## src/rtl/instr_encoder_pkg.sv

```systemverilog
// Shared opcode set and instruction-word field positions for the encoder and decoder.
// Used by instr_pack and instr_encoder.
package instr_encoder_pkg;

  localparam int INSTR_W = 16;

  typedef enum logic [3:0] {
    OP_ADD    = 4'h0,
    OP_SUB    = 4'h1,
    OP_OR     = 4'h2,
    OP_XOR    = 4'h3,
    OP_AND    = 4'h4,
    OP_NOT    = 4'h5,
    OP_READ   = 4'h6,
    OP_WRITE  = 4'h7,
    OP_LOAD   = 4'h8,
    OP_CMP    = 4'h9,
    OP_SHL    = 4'hA,
    OP_SHR    = 4'hB,
    OP_JUMPEQ = 4'hC,
    OP_JMP    = 4'hD,
    OP_SPEC   = 4'hE,
    OP_RSVD   = 4'hF
  } opcode_t;

  // Common fields
  localparam int OPCODE_MSB = 15;
  localparam int OPCODE_LSB = 12;
  localparam int MODE_BIT   = 8;

  // Register select fields
  localparam int RD_MSB = 11;
  localparam int RD_LSB = 9;
  localparam int RA_MSB = 7;
  localparam int RA_LSB = 5;
  localparam int RB_MSB = 4;
  localparam int RB_LSB = 2;

  // Immediate fields; WRITE splits imm[7:2] across the rD and low slots
  localparam int WR_IMM_HI_MSB = 11;
  localparam int WR_IMM_HI_LSB = 9;
  localparam int WR_IMM_LO_MSB = 2;
  localparam int WR_IMM_LO_LSB = 0;
  localparam int IMM8_MSB      = 7;
  localparam int IMM8_LSB      = 0;
  localparam int IMM5_MSB      = 4;
  localparam int IMM5_LSB      = 0;

  // True when an 8-bit immediate survives truncation to a signed 5-bit field.
  function automatic logic imm5_fits(input logic [7:0] imm);
    return imm[7:5] == {3{imm[4]}};
  endfunction

endpackage

```

## src/rtl/instr_encoder_pack.sv

```systemverilog
// instr_pack: combinational field-to-word packing plus a flag that the
// immediate is representable in the selected format.
module instr_pack
  import instr_encoder_pkg::*;
(
  input  logic [3:0]         I_opcode,
  input  logic [2:0]         I_rD_select,
  input  logic [2:0]         I_rA_select,
  input  logic [2:0]         I_rB_select,
  input  logic               I_mode,
  input  logic [7:0]         I_immediate,
  output logic [INSTR_W-1:0] O_word,
  output logic               O_representable
);

  always_comb begin
    O_word          = '0;
    O_representable = 1'b1;
    O_word[OPCODE_MSB:OPCODE_LSB] = I_opcode;
    O_word[MODE_BIT]              = I_mode;
    case (I_opcode)
      OP_WRITE: begin
        O_word[WR_IMM_HI_MSB:WR_IMM_HI_LSB] = I_immediate[7:5];
        O_word[RA_MSB:RA_LSB]               = I_rA_select;
        O_word[WR_IMM_LO_MSB:WR_IMM_LO_LSB] = I_immediate[4:2];
        O_representable                     = (I_immediate[1:0] == 2'b00);
      end
      OP_LOAD, OP_JMP: begin
        O_word[RD_MSB:RD_LSB]     = I_rD_select;
        O_word[IMM8_MSB:IMM8_LSB] = I_immediate;
      end
      default: begin
        O_word[RD_MSB:RD_LSB] = I_rD_select;
        O_word[RA_MSB:RA_LSB] = I_rA_select;
        if (I_mode) begin
          O_word[IMM5_MSB:IMM5_LSB] = I_immediate[4:0];
          O_representable           = imm5_fits(I_immediate);
        end else begin
          O_word[RB_MSB:RB_LSB] = I_rB_select;
        end
      end
    endcase
  end

endmodule

```

## src/rtl/instr_encoder.sv

```systemverilog
// instr_encoder: accepts field sets, packs them, tags each with an address and
// queues them in a 2-entry FIFO. Optional immediate range check: ENC_RANGE_CHECK_EN.
module instr_encoder
  import instr_encoder_pkg::*;
#(
  parameter int ADDR_W = 8
) (
  input  logic               I_clk,
  input  logic               I_reset,
  input  logic               I_enable,
  input  logic               I_valid,
  output logic               O_ready,
  input  logic [3:0]         I_opcode,
  input  logic [2:0]         I_rD_select,
  input  logic [2:0]         I_rA_select,
  input  logic [2:0]         I_rB_select,
  input  logic               I_mode,
  input  logic [7:0]         I_immediate,
  input  logic               I_addr_load,
  input  logic [ADDR_W-1:0]  I_addr_base,
  output logic               O_valid,
  input  logic               I_ready,
  output logic [INSTR_W-1:0] O_instruction,
  output logic [ADDR_W-1:0]  O_addr,
  output logic               O_error
);

`ifdef ENC_RANGE_CHECK_EN
  localparam bit RANGE_CHECK = 1'b1;
`else
  localparam bit RANGE_CHECK = 1'b0;
`endif

  typedef struct packed {
    logic [INSTR_W-1:0] instr;
    logic [ADDR_W-1:0]  addr;
  } entry_t;

  entry_t             entry_reg [2];
  entry_t             entry_next [2];
  logic [1:0]         count_reg, count_next;
  logic [ADDR_W-1:0]  addr_cnt_reg, addr_cnt_next;
  logic               error_reg, error_next;

  logic [INSTR_W-1:0] packed_word;
  logic               fits;
  logic               accept, reject, push, pop;
  logic [ADDR_W-1:0]  tag;
  entry_t             new_entry;

  instr_pack u_pack (
    .I_opcode        (I_opcode),
    .I_rD_select     (I_rD_select),
    .I_rA_select     (I_rA_select),
    .I_rB_select     (I_rB_select),
    .I_mode          (I_mode),
    .I_immediate     (I_immediate),
    .O_word          (packed_word),
    .O_representable (fits)
  );

  // Ready depends only on registered occupancy, never on I_ready.
  assign O_ready   = !I_reset && I_enable && (count_reg != 2'd2);
  assign accept    = I_valid && O_ready;
  assign reject    = RANGE_CHECK && !fits;
  assign push      = accept && !reject;
  assign pop       = (count_reg != 2'd0) && I_ready;
  assign tag       = I_addr_load ? I_addr_base : addr_cnt_reg;
  assign new_entry = '{instr: packed_word, addr: tag};

  // Entry 0 is always the head; a pop shifts entry 1 down.
  always_comb begin
    entry_next = entry_reg;
    count_next = count_reg;
    case ({push, pop})
      2'b10: begin
        entry_next[count_reg[0]] = new_entry;
        count_next = count_reg + 2'd1;
      end
      2'b01: begin
        entry_next[0] = entry_reg[1];
        count_next = count_reg - 2'd1;
      end
      2'b11: entry_next[0] = new_entry;  // only reachable at count 1
      default: ;
    endcase
  end

  always_comb begin
    addr_cnt_next = addr_cnt_reg;
    if (push)
      addr_cnt_next = tag + ADDR_W'(1);
    else if (I_addr_load)
      addr_cnt_next = I_addr_base;
  end

  assign error_next = accept && reject;

  always_ff @(posedge I_clk) begin
    if (I_reset) begin
      count_reg    <= 2'd0;
      addr_cnt_reg <= '0;
      error_reg    <= 1'b0;
      for (int i = 0; i < 2; i++) entry_reg[i] <= '0;
    end else begin
      count_reg    <= count_next;
      addr_cnt_reg <= addr_cnt_next;
      error_reg    <= error_next;
      for (int i = 0; i < 2; i++) entry_reg[i] <= entry_next[i];
    end
  end

  assign O_valid       = (count_reg != 2'd0);
  assign O_instruction = entry_reg[0].instr;
  assign O_addr        = entry_reg[0].addr;
  assign O_error       = error_reg;

endmodule

```

## config.mk

```make
export PLATFORM = sky130hd
export DESIGN_NAME = instr_encoder
export DESIGN_NICKNAME = d
export VERILOG_FILES = /design/src/rtl/instr_encoder_pkg.sv /design/src/rtl/instr_encoder_pack.sv /design/src/rtl/instr_encoder.sv
export SDC_FILE = /design/constraint.sdc
export NUM_CORES = 1
export LEC_CHECK = 0
export ABC_AREA = 1
export BUFFER_PORTS_ARGS = -buffer_cell sky130_fd_sc_hd__buf_2
export CAP_MARGIN = 25
export CORE_MARGIN = 1
export CORE_UTILIZATION = 45
export DETAILED_ROUTE_END_ITERATION = 16
export GPL_TIMING_DRIVEN = 0
export PLACE_DENSITY = 0.67
export SLEW_MARGIN = 20
export SYNTH_ARGS = -nofsm -noshare
export SYNTH_HDL_FRONTEND = slang
export SYNTH_HIERARCHICAL = 1
export SYNTH_SLANG_ARGS = --single-unit
```

## constraint.sdc

```tcl
create_clock -name I_clk -period 2.2 [get_ports I_clk]
set_input_delay 0.11 -clock I_clk [delete_from_list [all_inputs] [get_ports I_clk]]
set_output_delay 0.11 -clock I_clk [all_outputs]
set_load 0.02 [all_outputs]
```

# Word level (Yosys, flattened, before mapping)
# Cells that the tools add are included.
# totals
input_bits	36
word_cells	42
regBits	58
# classes
addsub	3
n_lt_le_gt_ge	2
n_eq_ne	7
n_reduce_logical	10
mux	13
n_bitwise	1
# ops
op	n
case mux 24 bit (3 select lines)	1
bitwise mux 48 bit	1
demux 24 bit (select 1 bit)	1
two-way mux 24 bit	1
two-way mux 8 bit	2
two-way mux 3 bit	3
adder 8 x 1 -> 8 bit (second input constant)	1
equality test 4 bit (second input constant)	2
case mux 2 bit (2 select lines)	2
case mux 3 bit (2 select lines)	1
logical AND 1 bit	5
equality test 2 bit (second input constant)	2
equality test 4 x 3 -> 1 bit (second input constant)	1
nonzero test 2 bit	2
nonzero test 3 bit	1
adder 2 x 1 -> 2 bit (second input constant)	1
equality test 2 x 1 -> 1 bit (second input constant)	1
>= comparator 2 bit (second input constant)	1
< comparator 2 x 1 -> 1 bit (second input constant)	1
two-way mux 2 bit	1
!= test 2 bit (second input constant)	1
NOT 1 -> 2 bit	1
OR reduction 2 bit	1
subtractor 2 x 1 -> 2 bit (second input constant)	1
logical NOT 1 bit	1

# Depth between registers and ports, before layout
# depth
ltp_word	7
depth_mapped	11
ltp_nobuf	9

# By module
# The synthesis kept the hierarchy.
# modules_own_cells
module	area_per_inst_um2	instances	cells_per_inst
instr_encoder	2688.8	1	345
instr_pack	425.4	1	81

# Least setup slack after synthesis
# No wires, ideal clock.
# synth_timing
path_kind	register -> register
startpoint	register count_reg[0]
endpoint	register O_addr[2] (netlist name)
stages_incl_launch_ff	12
period_less_slack_ns	1.802
t_arrival_ns	1.679
required_ns	2.077
n_path_buf	3
path_slack_ns	0.398
cell_sequence	dfxtp_1 inv_2 nand2_1 nand2_1 inv_1 ha_1 buf_6 nor2_1 a21oi_1 buf_2 buf_4 a21oi_1
# synth_via
word_cells_on_any_way	17
cone_classes	2 x order compare; 4 x eq/ne; 4 x mux; 1 x bitwise; 6 x reduce/logical
# synth_rtl
element	line_no	text
start: declaration	instr_encoder.sv:41	logic [1:0] count_reg, count_next;
start signal: assignment	instr_encoder.sv:106	count_reg <= count_next;
nonzero test 2 bit *	n/a	
named net O_valid	instr_encoder.sv:21	output logic O_valid,
logical AND 1 bit *	instr_encoder.sv:67	assign pop = (count_reg != 2'd0) && I_ready;
equality test 2 bit or equality test 2 x 1 -> 1 bit (tied branches)	instr_encoder.sv:75	case ({push, pop})
case mux 24 bit (3 select lines) or nonzero test 3 bit (tied branches)	n/a	
# The timed path passes the listed nets; every way through them passes the cells marked *.
# A chain may end at the register's enable or synchronous reset.

# Final worst setup path
# layout_timing
startpoint	register count_reg[0]
endpoint	register O_instruction[7] (netlist name)
# layout_via
elab_chain_len	7
word_cells_on_any_way	17
cone_classes	2 x order compare; 4 x eq/ne; 4 x mux; 1 x bitwise; 6 x reduce/logical
# layout_rtl
element	line_no	text
NOT 1 -> 2 bit (not written as such)	instr_encoder.sv:77	entry_next[count_reg[0]] = new_entry;
>= comparator 2 bit (not written as such) or < comparator 2 x 1 -> 1 bit (tied branches)	instr_encoder.sv:77	
logical AND 1 bit (not written as such)	instr_encoder.sv:77	
two-way mux 24 bit (not written as such)	instr_encoder.sv:77	
demux 24 bit (select 1 bit)	instr_encoder.sv:77	
bitwise mux 48 bit	instr_encoder.sv:77	
case mux 24 bit (3 select lines)	instr_encoder.sv:75	
# Parallel ways exist; a longest one is shown, timed or not.

==> flow_summary.json <==
{
  "post_dp_cell_area_um2": 3460,
  "finalSetupViolations": 0,
  "cts-root-buf": "clkbuf_8",
  "cts_tree": "built",
  "clk_path_buf_depth": 2,
  "status": "finished, violations left",
  "die_area_um2": 7150,
  "drv_cap": 0,
  "violations": "DRC",
  "wl_per_cell_um": 12.9,
  "stdcell_count": 567,
  "initial_core_util": 0.475,
  "p_leak_nw": 1.81,
  "numCtsBuffers": 9,
  "place_inst": 552,
  "fin_worst_skew_ns": 0.00315,
  "wl_met3_um": 448,
  "place_congestion": 0.846,
  "viasPerCell": 5.18,
  "drv_slew": 0,
  "yosys_warnings": 6,
  "area_growth_pct": 19.7,
  "cp-start-kind": "flop",
  "finalInstanceArea_um2": 3670,
  "multi_input_area_um2": 1400,
  "drive_gt1_frac": 0.292,
  "fillCellCount": 627,
  "drt-initial-drc-count": 149,
  "cts.sinks": 58,
  "power_mw": 2.93,
  "rsz0062_at_grt": "false",
  "cts_setup_buffers": 0,
  "regArea_um2": 1160,
  "path_buf_inv": 4,
  "fmaxAchievable_mhz": 493,
  "rows": 29,
  "core_area_um2": 6460,
  "grt_overflow": 0,
  "cts_hold_buf": 0,
  "htreeDepth": 3,
  "synth_nets": 456,
  "arrival_ns": 2.24,
  "worstPathCellList": "inv_2 > nand2_2 > nand3_4 > inv_2 > ha_1 > nor2_1 > a21oi_1 > clkbuf_4 > buf_4 > a21oi_1",
  "period_needed_ns": 2.03,
  "path_class": "reg2reg",
  "hold_viol": 0,
  "antenna_found_initial": 0,
  "netlist_instances": 415,
  "n_antenna_cell": 0,
  "portBuffers": 60,
  "clock_latency_ns": 0.33,
  "power_density_nw_per_um2": 799,
  "dr.max_layer_used": "met4",
  "critPathMaxFanout": 10,
  "grt_max_degree": 11,
  "nets": 527,
  "crit_family": "buffers and inverters",
  "routed_wl_um": 7300,
  "die_y_um": 84.6,
  "grt_pass1_wl_um": 11900,
  "whs_ns": 0.0603,
  "hold_path.class": "in2reg",
  "io_pins": 63,
  "tns_ns": 0,
  "hpwl_um": 5380,
  "ir_drop_mv": 0.371,
  "clk_pin_slew_ns": 0.06,
  "wl_met2_um": 3250,
  "largest_reg_flops": 24,
  "antenna_left": 0,
  "drcViolationCount": 6,
  "vias": 2937,
  "period_share": 0.921,
  "crit_required_ns": 2.42,
  "grtUsageTotal": 0.214,
  "synth_area_per_cell_um2": 7.39,
  "wl_met1_um": 3380,
  "grt_pass1_vias": 2552,
  "synthesis.area_um2": 3070,
  "fp.dieW_um": 84.6,
  "cpPeakStageDelay_ns": 0.41,
  "dr.pass1.iters": 11,
  "critPathCaptureType": "flop",
  "cp_slowest_cell": "dfxtp_1"
}
## through the flow
step | worst slack [ns] | utilization
after floorplan | 0.398 | -
after global placement | 0.262 | 0.536
after detailed placement | 0.206 | 0.536
after CTS | 0.193 | 0.568
after global routing | 0.00675 | 0.568
final | 0.174 | 0.568
## layout by cell type, fill, tap and decap left out, types with 5 or more instances in the layout
cell type / instances
clkbuf_1: 7
buf_2: 66
inv_1: 29
a22oi_1: 24
buf_6: 5
a21oi_1: 39
nand2_1: 58
inv_2: 5
o21ai_2: 7
nor2_1: 45
clkbuf_8: 13
dfxtp_1: 58
ha_1: 5
o21ai_0: 56
buf_4: 32
nand3_1: 15
## area by class of cell
type / instances / share of cell area
plain buffers: 54 / 0.104
well taps: 77 / 0.0262
clock inverters: 2 / 0.00954
repair buffers: 60 / 0.0818
multi-input cells: 269 / 0.381
clock buffers: 13 / 0.0460
flip-flops and latches: 58 / 0.316
inverters: 34 / 0.0348
## tightest hold or removal path: stages
cell and delay [ns]:
buf_4 0.09, o21ai_0 0.08, nor2_1 0.08
## path summary, 6_finish.rpt
kind                                        end  slack [ns]                 startpoint  depth (start not counted)
setup / recovery  O_instruction[7]$_SDFFE_PP0P_        0.17  count_reg[0]$_SDFFE_PP0P_                         10
hold / removal       entry_reg[16]$_SDFFE_PP0P_        0.06                     I_mode                          3
setup reg to reg  O_instruction[7]$_SDFFE_PP0P_        0.17  count_reg[0]$_SDFFE_PP0P_                         10
hold reg to reg       entry_reg[8]$_SDFFE_PP0P_        0.48  entry_reg[8]$_SDFFE_PP0P_                          2
## power by group
group	leakage, nW	internal [mW]	switching (mW)	total (mW)
Clock	0.106	0.608	0.410	1.02
Combinational	1.23	0.304	0.426	0.731
Sequential	0.473	1.14	0.0435	1.18
## metal layers
metal / up-vias / global-route usage
met4: 0 / 0.0955
met1: 1317 / 0.284
li1: 1491 / -
met2: 111 / 0.328
met5: - / 0
met3: 18 / 0.0531
## repair_timing
action | CTS | global route
endpoints found under the setup margin | 0 | 1
resized for setup | 0 | 1
hold endpoints to repair | 0 | 0
Power figures use the tool's default switching activity.
